--- config.mk ---
export PLATFORM = sky130hd
export DESIGN_NAME = pwm_multi
export DESIGN_NICKNAME = d
export VERILOG_FILES = /design/src/rtl/pwm_pkg.sv /design/src/rtl/pwm_channel.sv /design/src/rtl/pwm_multi.sv
export SDC_FILE = /design/constraint.sdc
export NUM_CORES = 1
export LEC_CHECK = 0
export CAP_MARGIN = 20
export CELL_PAD_IN_SITES_DETAIL_PLACEMENT = 1
export CELL_PAD_IN_SITES_GLOBAL_PLACEMENT = 1
export CORE_MARGIN = 2
export CORE_UTILIZATION = 48
export CTS_CLUSTER_DIAMETER = 50
export DETAILED_ROUTE_END_ITERATION = 10
export PLACE_DENSITY = 0.87
export SYNTH_ARGS = -nofsm -noshare
export SYNTH_HDL_FRONTEND = slang
export SYNTH_HIERARCHICAL = 1
export SYNTH_SLANG_ARGS = --single-unit
--- constraint.sdc ---
create_clock -name clk -period 11.9 [get_ports clk]
set_clock_uncertainty 0.2 [all_clocks]
set_input_delay 1.785 -clock clk [delete_from_list [all_inputs] [get_ports clk]]
set_output_delay 1.785 -clock clk [all_outputs]
set_load 0.005 [all_outputs]
--- src/rtl/pwm_pkg.sv ---
// Shared mode and direction encodings for the multi-channel PWM block.
package pwm_pkg;
    typedef enum logic {MODE_FAST = 1'b0, MODE_PHASE = 1'b1} mode_t;
    typedef enum logic {DIR_UP = 1'b0, DIR_DOWN = 1'b1} dir_t;
endpackage

--- src/rtl/pwm_channel.sv ---
// One PWM output: active compare/polarity and the output flop, fed by the
// shared next-counter value so the output lines up with the counter.
module pwm_channel
    import pwm_pkg::*;
#(
    parameter int WIDTH = 16
) (
    input  logic             clk,
    input  logic             rst,
    input  logic             en,
    input  logic             xfer,
    input  logic [WIDTH-1:0] next_cnt,
    input  logic [WIDTH-1:0] comp_src,
    input  logic             pol_src,
    output logic             out
);
    logic [WIDTH-1:0] comp_a;
    logic             pol_a;
    logic [WIDTH-1:0] comp_nxt;
    logic             pol_nxt;

    // On a transfer edge the new compare already governs the counter-0 cycle.
    assign comp_nxt = xfer ? comp_src : comp_a;
    assign pol_nxt  = xfer ? pol_src  : pol_a;

    always_ff @(posedge clk) begin
        if (rst) begin
            comp_a <= '0;
            pol_a  <= 1'b0;
            out    <= 1'b0;
        end else begin
            if (xfer) begin
                comp_a <= comp_src;
                pol_a  <= pol_src;
            end
            if (en) begin
                out <= (next_cnt < comp_nxt) ^ pol_nxt;
            end
        end
    end
endmodule

--- src/rtl/pwm_multi.sv ---
// Multi-channel PWM: shared period counter, double-buffered configuration.
// dir     | meaning
// DIR_UP  | counting toward top (always the case in fast mode)
// DIR_DOWN| phase-correct descent from top back to 0
module pwm_multi
    import pwm_pkg::*;
#(
    parameter int WIDTH    = 16,
    parameter int CHANNELS = 4
) (
    input  logic                      clk,
    input  logic                      rst,
    input  logic                      en,
    input  logic                      load,
    input  logic                      mode,
    input  logic [WIDTH-1:0]          top,
    input  logic [CHANNELS*WIDTH-1:0] comp,
    input  logic [CHANNELS-1:0]       pol,
    output logic [CHANNELS-1:0]       out,
    output logic [WIDTH-1:0]          counter,
    output logic                      busy,
    output logic                      sync
);
    logic [WIDTH-1:0]          cnt_q, next_cnt, top_a, top_p, top_src;
    mode_t                     mode_a, mode_p, mode_src;
    dir_t                      dir_q, next_dir;
    logic [CHANNELS*WIDTH-1:0] comp_p, comp_src;
    logic [CHANNELS-1:0]       pol_p, pol_src;
    logic                      pend;
    logic                      xfer;

    always_ff @(posedge clk) begin
        if (rst) begin
            cnt_q  <= '0;
            dir_q  <= DIR_UP;
            top_a  <= '0;
            mode_a <= MODE_FAST;
            top_p  <= '0;
            mode_p <= MODE_FAST;
            comp_p <= '0;
            pol_p  <= '0;
            pend   <= 1'b0;
        end else begin
            if (load) begin
                top_p  <= top;
                mode_p <= mode_t'(mode);
                comp_p <= comp;
                pol_p  <= pol;
            end
            if (en) begin
                cnt_q <= next_cnt;
                dir_q <= next_dir;
            end
            if (xfer) begin
                top_a  <= top_src;
                mode_a <= mode_src;
                pend   <= 1'b0;
            end else if (load) begin
                pend <= 1'b1;
            end
        end
    end

    always_comb begin
        next_cnt = '0;
        next_dir = DIR_UP;
        if (mode_a == MODE_FAST) begin
            next_cnt = (cnt_q < top_a) ? cnt_q + WIDTH'(1) : '0;
        end else if (dir_q == DIR_UP) begin
            if (cnt_q < top_a) begin
                next_cnt = cnt_q + WIDTH'(1);
            end else if (top_a != '0) begin
                next_cnt = top_a - WIDTH'(1);
                next_dir = DIR_DOWN;
            end
        end else begin
            next_cnt = cnt_q - WIDTH'(1);
            next_dir = DIR_DOWN;
        end
        if (next_cnt == '0) begin
            next_dir = DIR_UP;
        end
    end

    // A load on the transfer edge bypasses the pending registers.
    always_comb begin
        xfer     = en && pend && (next_cnt == '0);
        top_src  = load ? top : top_p;
        mode_src = load ? mode_t'(mode) : mode_p;
        comp_src = load ? comp : comp_p;
        pol_src  = load ? pol : pol_p;
        counter  = cnt_q;
        busy     = pend;
        sync     = (cnt_q == '0);
    end

    for (genvar i = 0; i < CHANNELS; i++) begin : g_ch
        pwm_channel #(.WIDTH(WIDTH)) u_ch (
            .clk      (clk),
            .rst      (rst),
            .en       (en),
            .xfer     (xfer),
            .next_cnt (next_cnt),
            .comp_src (comp_src[i*WIDTH +: WIDTH]),
            .pol_src  (pol_src[i]),
            .out      (out[i])
        );
    end
endmodule

; ---- Yosys cells after proc, flatten, opt, wreduce, memory -nomap -nowiden
; Index checks and enable logic that the tools add are counted.
[op_classes]
n_addsub = 3
order_cmp = 5
n_mux = 22
n_bitwise = 4
reduce_logical = 6
[ops]
columns = op, count
row1 = $mux W16, 10
row2 = $lt A16 B16 Y1, 5
row3 = $mux W64, 1
row4 = $logic_not A16 Y1, 2
row5 = $sub A16 B1 Y16 const B, 2
row6 = $add A16 B1 Y16 const B, 1
row7 = $reduce_bool A16 Y1, 1
row8 = $mux W1, 10
row9 = $mux W4, 1
row10 = $xor A1 B1 Y1, 4
row11 = $logic_and A1 B1 Y1, 2
row12 = $reduce_or A2 Y1, 1
[word_totals]
ff_bits = 192
inputBits = 89
elab_cells = 61

; ---- Depth between registers and ports, before layout
; Gate-level depths: netlist (run 1).
[depth]
ltp_word = 10
mapped_depth = 24

; ---- Cells and area by module
; Netlist (run 1), hierarchy kept.
[by_module_without_submodules]
columns = module, n_inst, cells_each, area_each_um2, seq_area_each_um2
row1 = pwm_multi, 1, 689, 6453.7, 2402.3
row2 = pwm_channel, 4, 101, 985.9, 360.3

; ---- Worst setup path before layout (run 1)
; OpenSTA, ideal clock, no wires.
[synth_path]
kind = reg-to-reg
from = reg cnt_q[0], in the netlist counter[0]
to = reg g_ch[2].u_ch.out
setup_ns = 0.119
arrival_time_ns = 5.666
path_slack_ns = 5.915
path_stages_with_launch = 25
synth_period_minus_slack_ns = 5.985
cell_sequence = dfxtp_1 -> clkbuf_1 -> inv_1 -> ha_1 -> or4b_2 -> clkbuf_1 -> nor3_1 -> xnor2_1 -> a21oi_1 -> o41a_1 -> or3b_1 -> or4_1 -> or2_1 -> buf_6 -> buf_12 -> inv_1 -> buf_6 -> buf_2 -> mux2i_1 -> ha_1 -> a21oi_1 -> o21ai_0 -> a221oi_1 -> and4_4 -> nor3_2
[synth_between]
elab_chain_cells = 9
[synth_rtl]
columns = item, line_no
row1 = from (decl), pwm_multi.sv:24  ; logic [WIDTH-1:0] cnt_q, next_cnt, top_a, top_p, top_src;
row2 = from (signal assigned), pwm_multi.sv:51  ; cnt_q <= next_cnt;
row3 = $add A16 B1 Y16 / $lt A16 B16 Y1 (equally long branches), "pwm_multi.sv:68, pwm_multi.sv:71, pwm_multi.sv:70"
row4 = $mux W16, pwm_multi.sv:70  ; if (cnt_q < top_a) begin
row5 = $mux W16, pwm_multi.sv:69  ; end else if (dir_q == DIR_UP) begin
row6 = $mux W16 *, pwm_multi.sv:67  ; if (mode_a == MODE_FAST) begin
row7 = $logic_not A16 Y1 *, pwm_multi.sv:87  ; xfer = en && pend && (next_cnt == '0);
row8 = $logic_and A1 B1 Y1 *, pwm_multi.sv:87
row9 = net xfer, pwm_multi.sv:30  ; logic xfer;
row10 = $mux W16, -
row11 = $lt A16 B16 Y1, pwm_channel.sv:37  ; out <= (next_cnt < comp_nxt) ^ pol_nxt;
row12 = $xor A1 B1 Y1 *, pwm_channel.sv:37
row13 = to (signal assigned), pwm_channel.sv:37
row14 = to (decl), pwm_channel.sv:15  ; output logic out
; The timed path passes the listed nets; every way through them passes the cells marked *.
; A chain may end at the register's enable or synchronous reset.

; ---- Final worst setup path (run 1)
[layout_path]
from = reg top_a[0]
to = reg g_ch[1].u_ch.out
[layout_between]
elab_chain_cells = 10
[layout_rtl]
columns = item, line_no
row1 = from (decl), pwm_multi.sv:24
row2 = from (signal assigned), pwm_multi.sv:55  ; top_a <= top_src;
row3 = $sub A16 B1 Y16 / $reduce_bool A16 Y1 (equally long branches), "pwm_multi.sv:73, pwm_multi.sv:72"
row4 = $mux W16, pwm_multi.sv:72  ; end else if (top_a != '0) begin
row5 = $mux W16, pwm_multi.sv:70
row6 = $mux W16, pwm_multi.sv:69
row7 = $mux W16 *, pwm_multi.sv:67
row8 = net next_cnt[9], pwm_multi.sv:24
row9 = $logic_not A16 Y1 *, pwm_multi.sv:87
row10 = $logic_and A1 B1 Y1 *, pwm_multi.sv:87
row11 = net xfer, pwm_multi.sv:30
row12 = $mux W16, -
row13 = $lt A16 B16 Y1, pwm_channel.sv:37
row14 = $xor A1 B1 Y1 *, pwm_channel.sv:37
row15 = to (signal assigned), pwm_channel.sv:37
row16 = to (decl), pwm_channel.sv:15
; Marked as above.

==> results.yml, run 1 <==
synth:
  synth_top_area_cell: "dfxtp_1"
  synth_edf_count: 0
  yosysSeqAreaShare: 0.370
  synthFlopType: "dfxtp_1"
  async_flop_share: 0
  synthesis.nets: 1261
  yosysTopAreaCellShare: 0.370
  synth_common_cells: "dfxtp_1 (192), nor2_1 (143), mux2i_1 (99), ha_1 (79), mux2_2 (77)"
  synth.area.top_cells: "dfxtp_1 (37%), mux2i_1 (9.5%), ha_1 (9.5%), mux2_2 (8.3%), nor2_1 (5.2%)"
  yosysMostFrequentCell: "dfxtp_1"
  syn_area_um2: 10400
  yosys_register_bits: 192
  syn_area_per_cell_um2: 9.51
  yosysWarnings: 6
  netlist_instances: 1093
  synth.distinct_cells: 67
finish:
  num-fill-cells: 2398
  num_antenna_cells: 0
  nNetsFinal: 1339
  syn2layout_area_growth_pct: 17.3
  layout-drive-gt1-share: 0.125
flow_run:
  max_cap_viol_count: 0
global_routing:
  grt_use_total: 0.275
  grt_start_max_net_pins: 82
  overflow: 0
  grt_pass1_vias: 9159
  grt_first_pass_wirelength_um: 48300
  antenna_found_initial: 0
sta:
  rsz0062_at_grt: "no"
  report.final.slew_viol_count: 0
  fin_crit_ns: 6.91
  whs_ns: 0.300
  worstMarginPinSlew_ns: 1.07
  setup_tns_ns: 0
  relSlewSlack: 0.288
  timing.final.crit_share: 0.581
  fmax_ghz: 0.145
  hold_violations: 0
  setup_viol_count_final: 0
die:
  ios: 111
  die_width_um: 151
  initial_core_util: 0.492
  die_h_um: 151
  core-area_um2: 21200
  dieArea_um2: 22900
  rows: 53
worst_setup_path:
  required_ns: 12.03
  cp-start-kind: "flop"
  worstPathArrival_ns: 7.05
  critPathCaptureType: "flop"
  crit_fanout: 52
  worstSetupPathType: "reg2reg"
route:
  via_per_inst: 5.90
  drtPass1Iterations: 5
  vias: 8615
  ant_nets: 0
  routed_wl_um: 31100
  drt-wirelength-per-cell_um: 21.3
  drt_iter0_markers: 554
  drc_errors: 0
clock_tree:
  clkSlewWorstSetupHoldPaths_ns: 0.08
  cts_tree: "yes"
  insertion_delay_ns: 0.45
  clk_path_buf_depth: 2
  root_buffer: "clkbuf_16"
  cts_max_level: 4
  postCtsHoldBufs: 0
  cts_sinks: 192
  cts_setup_buffers: 0
  cts_buffers: 17
  cts-resized-gates: 0
power_and_ir_drop:
  p_leak_uw: 0.00501
  irDropWorstVdd_v: 0.000109
  power_density_nw_per_um2: 193
placement:
  hpwl_um: 21200
  place_congestion: 0.932
  portBuffers: 110
min_path:
  hp-class: "reg2reg"
run_status:
  outcome: "complete, no violations"
-- power by group --
group / internal (µW) / switching (µW)
logic: 434 / 599
clock network: 282 / 296
registers: 697 / 41.4
-- final cells by class --
| cell class | count | area, µm² | area share |
|---|---|---|---|
| Multi-Input combinational cell | 808 | 6110 | 0.501 |
| Sequential cell | 192 | 3840 | 0.315 |
| Timing Repair Buffer | 120 | 1190 | 0.0977 |
| Clock buffer | 17 | 425 | 0.0349 |
| Tap cell | 275 | 344 | 0.0282 |
| Clock inverter | 15 | 164 | 0.0134 |
| Inverter | 32 | 121 | 0.00995 |
-- critical path, stage by stage (launching register included) --
cell      delay [ns]
dfxtp_1         0.36
inv_1           0.16
ha_1            0.28
or4b_4          0.53
or3_4           0.42
o41ai_4         0.36
a211oi_1        0.11
a211o_1         0.50
or3b_1          0.42
or4_1           0.52
or2_1           0.23
buf_4           0.23
clkinv_2        0.07
buf_4           0.31
buf_16          0.33
mux2i_1         0.29
ha_1            0.31
a21oi_1         0.19
o21ai_0         0.17
a221oi_1        0.44
and4_4          0.29
nor3_2          0.04
-- path summary, 6_finish.rpt --
kind | startpoint | end | slack [ns] | cells past startpoint
worst max register to register | top_a[0]$_SDFFE_PP0P_ | g_ch[1].u_ch/out$_SDFFE_PP0P_ | 4.99 | 21
worst max-delay path | top_a[0]$_SDFFE_PP0P_ | g_ch[1].u_ch/out$_SDFFE_PP0P_ | 4.99 | 21
worst min-delay path | g_ch[0].u_ch/comp_a[12]$_SDFF_PP0_ | g_ch[0].u_ch/comp_a[12]$_SDFF_PP0_ | 0.30 | 2
worst min register to register | g_ch[0].u_ch/comp_a[12]$_SDFF_PP0_ | g_ch[0].u_ch/comp_a[12]$_SDFF_PP0_ | 0.30 | 2
-- layer usage --
layer	share of wire	track usage	wire (µm)
met2	0.49	0.475	15200
met1	0.42	0.326	12900
met3	0.050	0.0497	1550
met4	0.046	0.138	1430
met5	0	0	0
-- through the flow --
| stage | power [µW] | utilization | instance area [µm²] | cells | setup slack, ns |
|---|---|---|---|---|---|
| CTS | 2340 | 0.575 | 12200 | 1458 | 4.76 |
| finish | 2350 | 0.577 | 12200 | 1459 | 4.99 |
| detailed placement | 1730 | 0.547 | 11600 | 1426 | 5.00 |
| global placement | 1670 | 0.547 | 11600 | 1426 | 5.22 |
| global route | 2470 | 0.577 | 12200 | 1459 | 4.69 |
| floorplan | 1440 | - | 10400 | 1093 | 5.92 |
-- registers in the layout, indices dropped and copies added (netlist names), 4 cells and up --
register          count
g_ch.u_ch/comp_a     64
comp_p               64
counter              16
pol_p                 4
top_p                16
g_ch.u_ch/out         4
top_a                16
g_ch.u_ch/pol_a       4
-- layout by cell type (no fill, tap or decap), types with 7 or more instances in the layout --
| cell | netlist | final |
|---|---|---|
| nand4_1 | 26 | 26 |
| nand2_1 | 39 | 39 |
| o21ai_0 | 25 | 25 |
| and4_1 | 7 | 7 |
| nor4_1 | 9 | 9 |
| o211a_1 | 8 | 8 |
| clkdlybuf4s50_1 | 0 | 108 |
| buf_4 | 2 | 11 |
| mux2_2 | 77 | 77 |
| and2_1 | 71 | 71 |
| dfxtp_1 | 192 | 192 |
| nor2_1 | 143 | 143 |
| mux2i_1 | 99 | 99 |
| nand3_1 | 22 | 22 |
| xor2_1 | 7 | 7 |
| nor3_1 | 16 | 16 |
| inv_1 | 32 | 31 |
| mux2_4 | 8 | 8 |
| xnor2_1 | 18 | 18 |
| a21oi_1 | 46 | 46 |
| ha_1 | 79 | 79 |
| o31ai_1 | 11 | 11 |
| clkbuf_16 | 0 | 17 |
-- cells by family after synthesis --
logic type,count (synthesis),synth area share
AOI/OAI and AO/OA,143,0.0935
xor gates and xnor gates,25,0.0211
adders and majority gates,79,0.0951
buffers and inverters,93,0.0430
DFF,192,0.370
muxes,184,0.190
and+or+nand+nor,377,0.187
No activity file was read; power rests on OpenSTA's default activity.
==> run 2: changes to the inputs <==
--- a/config.mk
+++ b/config.mk
@@ -9,10 +9,10 @@
 export CELL_PAD_IN_SITES_DETAIL_PLACEMENT = 1
 export CELL_PAD_IN_SITES_GLOBAL_PLACEMENT = 1
 export CORE_MARGIN = 2
-export CORE_UTILIZATION = 48
+export CORE_UTILIZATION = 40
 export CTS_CLUSTER_DIAMETER = 50
 export DETAILED_ROUTE_END_ITERATION = 10
-export PLACE_DENSITY = 0.87
+export PLACE_DENSITY = 0.78
 export SYNTH_ARGS = -nofsm -noshare
 export SYNTH_HDL_FRONTEND = slang
 export SYNTH_HIERARCHICAL = 1
==> constraint.sdc (replaced) <==
create_clock -name clk -period 5.85 [get_ports clk]
set_clock_uncertainty 0.2 [all_clocks]
set_input_delay 0.8775 -clock clk [delete_from_list [all_inputs] [get_ports clk]]
set_output_delay 0.8775 -clock clk [all_outputs]
set_load 0.005 [all_outputs]
==> run 2 against run 1 <==
  * First-iteration DRC count shrank 19%
  * Design area up 3.8%
  * Power rose by 110%
  * Combinational power grew 120%
  * Register-to-register slack got worse by 4.8 ns
  * Global-route usage down 4.4 points
  * Critical endpoint is now g_ch[3].u_ch/out$_SDFFE_PP0P_
==> results.yml, run 2 (synthesis results as in run 1) <==
worst_setup_path:
  cp.depth: 19
  critPathCaptureType: "flop"
  cp-start-kind: "flop"
  reg2reg_from: "top_a[0]$_SDFFE_PP0P_"
  r2r_slack_ns: 0.16
  r2r_cells: 19
  crit_start: "top_a[0]$_SDFFE_PP0P_"
  critPathSlowestCell: "or4_1"
  worstSetupPathType: "reg2reg"
  reg2reg_to: "g_ch[3].u_ch/out$_SDFFE_PP0P_"
  cp_cell_sequence: "inv_1, ha_1, or4b_4, or3_4, o41ai_4, a211oi_1, a211o_1, or3b_1, or4_1, or2_4, clkinv_4, buf_12, mux2i_1, ha_1, a21oi_1, o21ai_1, a221oi_2, and4_4, nor3_2"
  crit_top_cell: "ha_1"
  path_buf_inv: 3
  crit_family: "simple AND/OR/NAND/NOR gates"
  required_ns: 5.97
  crit_end: "g_ch[3].u_ch/out$_SDFFE_PP0P_"
  slowest_delay_ns: 0.53
  crit_fanout: 17
  worstPathArrival_ns: 5.81
power_and_ir_drop:
  comb_power_share: 0.461
  sw_frac_of_total: 0.388
  irDropWorstVdd_v: 0.000240
  power_density_nw_per_um2: 388
  p_seq_frac: 0.301
  p_leak_uw: 0.00521
  p_int_uw: 3000
  pwr-share-clk: 0.239
  power_uw: 4910
  switchingPower_uw: 1900
flow_run:
  max_cap_viol_count: 0
route:
  drtPass1Iterations: 5
  drt-wirelength-per-cell_um: 20.1
  drt_iter0_markers: 447
  via_per_inst: 5.56
  vias: 8648
  ant_nets: 0
  drc_errors: 0
  routed_wl_um: 31200
clock_tree:
  cts_buffers: 17
  root_buffer: "clkbuf_16"
  cts_sinks: 192
  postCtsHoldBufs: 0
  clkSlewWorstSetupHoldPaths_ns: 0.07
  cts_tree: "yes"
  insertion_delay_ns: 0.44
  clk_path_buf_depth: 2
  cts_max_level: 4
finish:
  syn2layout_area_growth_pct: 21.7
  nNetsFinal: 1375
  stdcell_count: 1554
  num-fill-cells: 2908
  layout-drive-gt1-share: 0.161
  top_regs: "comp_p x64, g_ch.u_ch/comp_a x64"
  utilization: 0.491
  final_common_cell: "dfxtp_1"
  final_cell_mix: "dfxtp_1 (192), nor2_1 (143), clkdlybuf4s50_1 (108), mux2i_1 (96), ha_1 (79)"
  num_antenna_cells: 0
sta:
  hold_violations: 0
  timing.final.crit_share: 0.972
  report.final.slew_viol_count: 0
  relSlewSlack: 0.278
  fmax_ghz: 0.176
  worstMarginPinSlew_ns: 1.08
  fin_crit_ns: 5.69
  setup_viol_count_final: 0
  setup_slack_ns: 0.163
die:
  ios: 111
  dieArea_um2: 27300
  rows: 59
  die_h_um: 165
  initial_core_util: 0.404
  core-area_um2: 25800
  die_width_um: 165
placement:
  placed_cells: 1517
  portBuffers: 110
  hpwl_um: 22100
  place_congestion: 0.971
  preCtsSetupSlack_ns: 0.182
global_routing:
  overflow: 0
  antenna_found_initial: 0
  grt_start_max_net_pins: 73
  grt_pass1_vias: 9042
  grt_first_pass_wirelength_um: 48300
  grt_use_total: 0.231
run_status:
  outcome: "complete, no violations"
min_path:
  hp-class: "reg2reg"
## run 2: cell count changes in the layout (fill, tap and decap cells not counted), moves of 2 or more
cell | previous run | this run
inv_6 | 6 | 3
clkinvlp_4 | 2 | 5
mux2i_2 | 0 | 2
buf_4 | 11 | 43
a221oi_2 | 0 | 3
clkinv_8 | 4 | 2
buf_12 | 0 | 4
a221oi_1 | 4 | 1
o21ai_0 | 25 | 23
o21ai_1 | 1 | 3
mux2i_1 | 99 | 96
## run 2: per-layer routing
metal	vias up	GRT usage	routed length (µm)
li1	4117	-	-
met1	4241	0.289	14000
met2	232	0.397	14800
met3	58	0.0355	1470
met4	0	0.0897	898
met5	-	0	0
## run 2: area by class of cell
class                           count  area [µm²]  area share
Multi-Input combinational cell    808        6180       0.488
Sequential cell                   192        3840       0.304
Timing Repair Buffer              156        1510       0.119
Clock buffer                       17         425      0.0336
Tap cell                          335         419      0.0331
Clock inverter                     14         154      0.0122
Inverter                           32         125     0.00988
## run 2: what timing repair did
item | 4_1_cts | 5_1_grt
pin swaps | 0 | 1
hold endpoints to repair | 0 | 0
setup buffers | 0 | 5
resized for setup | 1 | 17
setup endpoints to repair | 1 | 4
cloned | 0 | 1
## run 2: worst min-delay path by stage
| stage | startpoint | end | slack [ns] | cells past startpoint |
|---|---|---|---|---|
| 3_5_place_dp | g_ch[0].u_ch/comp_a[13]$_SDFF_PP0_ | g_ch[0].u_ch/comp_a[13]$_SDFF_PP0_ | 0.29 | 2 |
| 6_report | g_ch[1].u_ch/comp_a[10]$_SDFF_PP0_ | g_ch[1].u_ch/comp_a[10]$_SDFF_PP0_ | 0.30 | 2 |
| 3_3_place_gp | g_ch[0].u_ch/comp_a[3]$_SDFF_PP0_ | g_ch[0].u_ch/comp_a[3]$_SDFF_PP0_ | 0.28 | 2 |
| 4_1_cts | g_ch[0].u_ch/comp_a[3]$_SDFF_PP0_ | g_ch[0].u_ch/comp_a[3]$_SDFF_PP0_ | 0.31 | 2 |
| 5_1_grt | g_ch[0].u_ch/comp_a[9]$_SDFF_PP0_ | g_ch[0].u_ch/comp_a[9]$_SDFF_PP0_ | 0.33 | 2 |
| 2_1_floorplan | g_ch[0].u_ch/comp_a[0]$_SDFF_PP0_ | g_ch[0].u_ch/comp_a[0]$_SDFF_PP0_ | 0.26 | 2 |
## run 2: tightest hold or removal path: cells and delay by family (launching register included)
kind,cells,cell delay [ns]
flops,1,0.31
mux,1,0.08
simple gates,1,0.08
## run 2: metrics by stage
stage / hold WS (ns) / TNS, ns / area, µm²
final: 0.301 / 0 / 12700
after detailed placement: 0.289 / 0 / 11900
after global placement: 0.276 / 0 / 11900
after floorplan: 0.257 / -0.0148 / 10400
after CTS: 0.306 / 0 / 12500
after global routing: 0.328 / -0.0721 / 12700
## run 2: power by group through the flow
stage	logic, µW	clock network [µW]	registers, µW
6_report	2260	1170	1470
5_1_grt	2460	1250	1490
4_1_cts	2160	1200	1470
3_5_place_dp	2100	0	1500
3_3_place_gp	2040	0	1500
2_1_floorplan	1450	0	1490
==> run 3: changes to the inputs <==
--- a/config.mk
+++ b/config.mk
@@ -9,10 +9,11 @@
 export CELL_PAD_IN_SITES_DETAIL_PLACEMENT = 1
 export CELL_PAD_IN_SITES_GLOBAL_PLACEMENT = 1
 export CORE_MARGIN = 2
-export CORE_UTILIZATION = 40
+export CORE_UTILIZATION = 45
 export CTS_CLUSTER_DIAMETER = 50
 export DETAILED_ROUTE_END_ITERATION = 10
-export PLACE_DENSITY = 0.78
+export DONT_BUFFER_PORTS = 1
+export PLACE_DENSITY = 0.77
 export SYNTH_ARGS = -nofsm -noshare
 export SYNTH_HDL_FRONTEND = slang
 export SYNTH_HIERARCHICAL = 1
==> run 3 against run 2 <==
  * Power rose by 1.0%
  * Non-clock buffer count fell by 110
  * Sequential power about the same
  * Sequential share of layout area is 2.7 points higher
  * Utilization rose by 2.3 points
  * Setup slack hardly changed
  * Critical path depth is 1 lower
  * Register-to-register slack barely moved
  * Clock power rose by 15%
  * Largest power group unchanged
==> results.yml, run 3 (synthesis results as in run 1) <==
route:
  ant_nets: 0
  drt-wirelength-per-cell_um: 21.4
  drt_iter0_markers: 489
  vias: 8146
  drc_errors: 0
  via_per_inst: 5.84
  routed_wl_um: 29800
  drtPass1Iterations: 7
die:
  die_h_um: 156
  ios: 111
  die_width_um: 156
  initial_core_util: 0.459
  dieArea_um2: 24300
  rows: 55
  core-area_um2: 22600
sta:
  report.final.slew_viol_count: 0
  relSlewSlack: 0.294
  fin_crit_ns: 5.69
  timing.final.crit_share: 0.972
  fmax_ghz: 0.176
  setup_slack_ns: 0.163
  hold_violations: 0
  whs_ns: 0.298
  worstMarginPinSlew_ns: 1.06
  setup_viol_count_final: 0
  setup_tns_ns: 0
min_path:
  hp-class: "reg2reg"
clock_tree:
  root_buffer: "clkbuf_16"
  clkSlewWorstSetupHoldPaths_ns: 0.08
  cts_max_level: 4
  insertion_delay_ns: 0.44
  cts_sinks: 192
  clk_path_buf_depth: 2
  cts_tree: "yes"
  postCtsHoldBufs: 0
  cts_buffers: 17
finish:
  final_cell_mix: "dfxtp_1 (192), nor2_1 (143), mux2i_1 (88), ha_1 (79), mux2_2 (77)"
  layout-drive-gt1-share: 0.180
  top_regs: "comp_p x64, g_ch.u_ch/comp_a x64"
  syn2layout_area_growth_pct: 12.0
  nNetsFinal: 1265
  final_common_cell: "dfxtp_1"
  num_antenna_cells: 0
global_routing:
  grt_use_total: 0.242
  grt_start_max_net_pins: 123
  overflow: 0
  grt_pass1_vias: 8393
  antenna_found_initial: 0
  grt_first_pass_wirelength_um: 45900
worst_setup_path:
  worstSetupPathType: "reg2reg"
  worstPathArrival_ns: 5.85
  crit_fanout: 13
  required_ns: 6.01
  critPathCaptureType: "flop"
  cp-start-kind: "flop"
placement:
  portBuffers: 0
  hpwl_um: 21000
  preCtsSetupSlack_ns: 0.126
  place_congestion: 0.900
power_and_ir_drop:
  power_density_nw_per_um2: 426
  power_uw: 4960
  p_leak_uw: 0.00486
  irDropWorstVdd_v: 0.000188
run_status:
  outcome: "complete, no violations"
flow_run:
  max_cap_viol_count: 0
[run 3: final timing paths]
path / start / depth (start not counted) / to / slack (ns)
hold reg to reg: g_ch[3].u_ch/comp_a[7]$_SDFF_PP0_ / 2 / g_ch[3].u_ch/comp_a[7]$_SDFF_PP0_ / 0.30
hold / removal: g_ch[3].u_ch/comp_a[7]$_SDFF_PP0_ / 2 / g_ch[3].u_ch/comp_a[7]$_SDFF_PP0_ / 0.30
setup / recovery: counter[0]$_SDFFE_PP0P_ / 18 / g_ch[1].u_ch/out$_SDFFE_PP0P_ / 0.16
setup reg to reg: counter[0]$_SDFFE_PP0P_ / 18 / g_ch[1].u_ch/out$_SDFFE_PP0P_ / 0.16
[run 3: critical path: stages, from the launching register on]
cell and delay, ns:
dfxtp_1 0.32, buf_4 0.19, or4_4 0.57, or4_4 0.49
mux2i_1 0.32, nor2_1 0.12, o41a_1 0.37, or3b_1 0.36
or4_1 0.51, or2_1 0.29, clkinv_4 0.15, buf_12 0.17
buf_4 0.16, mux2i_2 0.29, ha_1 0.21, nand4_1 0.12
a2111o_1 0.41, and4_4 0.18, nor3_2 0.17
[run 3: area by class of cell]
| type | instances | area, µm² |
|---|---|---|
| clock buffer | 19 | 453 |
| inverter | 32 | 125 |
| tap | 285 | 357 |
| clock inverter | 12 | 218 |
| fill | 2541 | 11000 |
| multi-input combinational | 808 | 6190 |
| timing repair buffer | 46 | 453 |
| sequential | 192 | 3840 |
[run 3: metrics by stage]
step	utilization	std cells	cell area (µm²)
3_5_place_dp	0.474	1354	10700
6_report	0.514	1394	11600
2_1_floorplan	-	1093	10400
3_3_place_gp	0.474	1354	10700
4_1_cts	0.504	1385	11400
5_1_grt	0.514	1394	11600
[run 3: routing by layer]
layer,vias up,track usage,share of wire
li1,3902,-,-
met1,3977,0.306,0.45
met4,0,0.0852,0.026
met5,-,0,0
met3,56,0.0475,0.048
met2,211,0.413,0.48
[run 3: timing repair]
item | 4_1_cts | 5_1_grt
gates resized for setup | 0 | 23
setup endpoints to repair | 0 | 4
setup buffers | 0 | 5
[run 3: power breakdown]
group / switching [µW] / total [µW] / internal, µW
sequential: 58.2 / 1480 / 1420
clock: 560 / 1350 / 794
combinational: 1220 / 2130 / 906
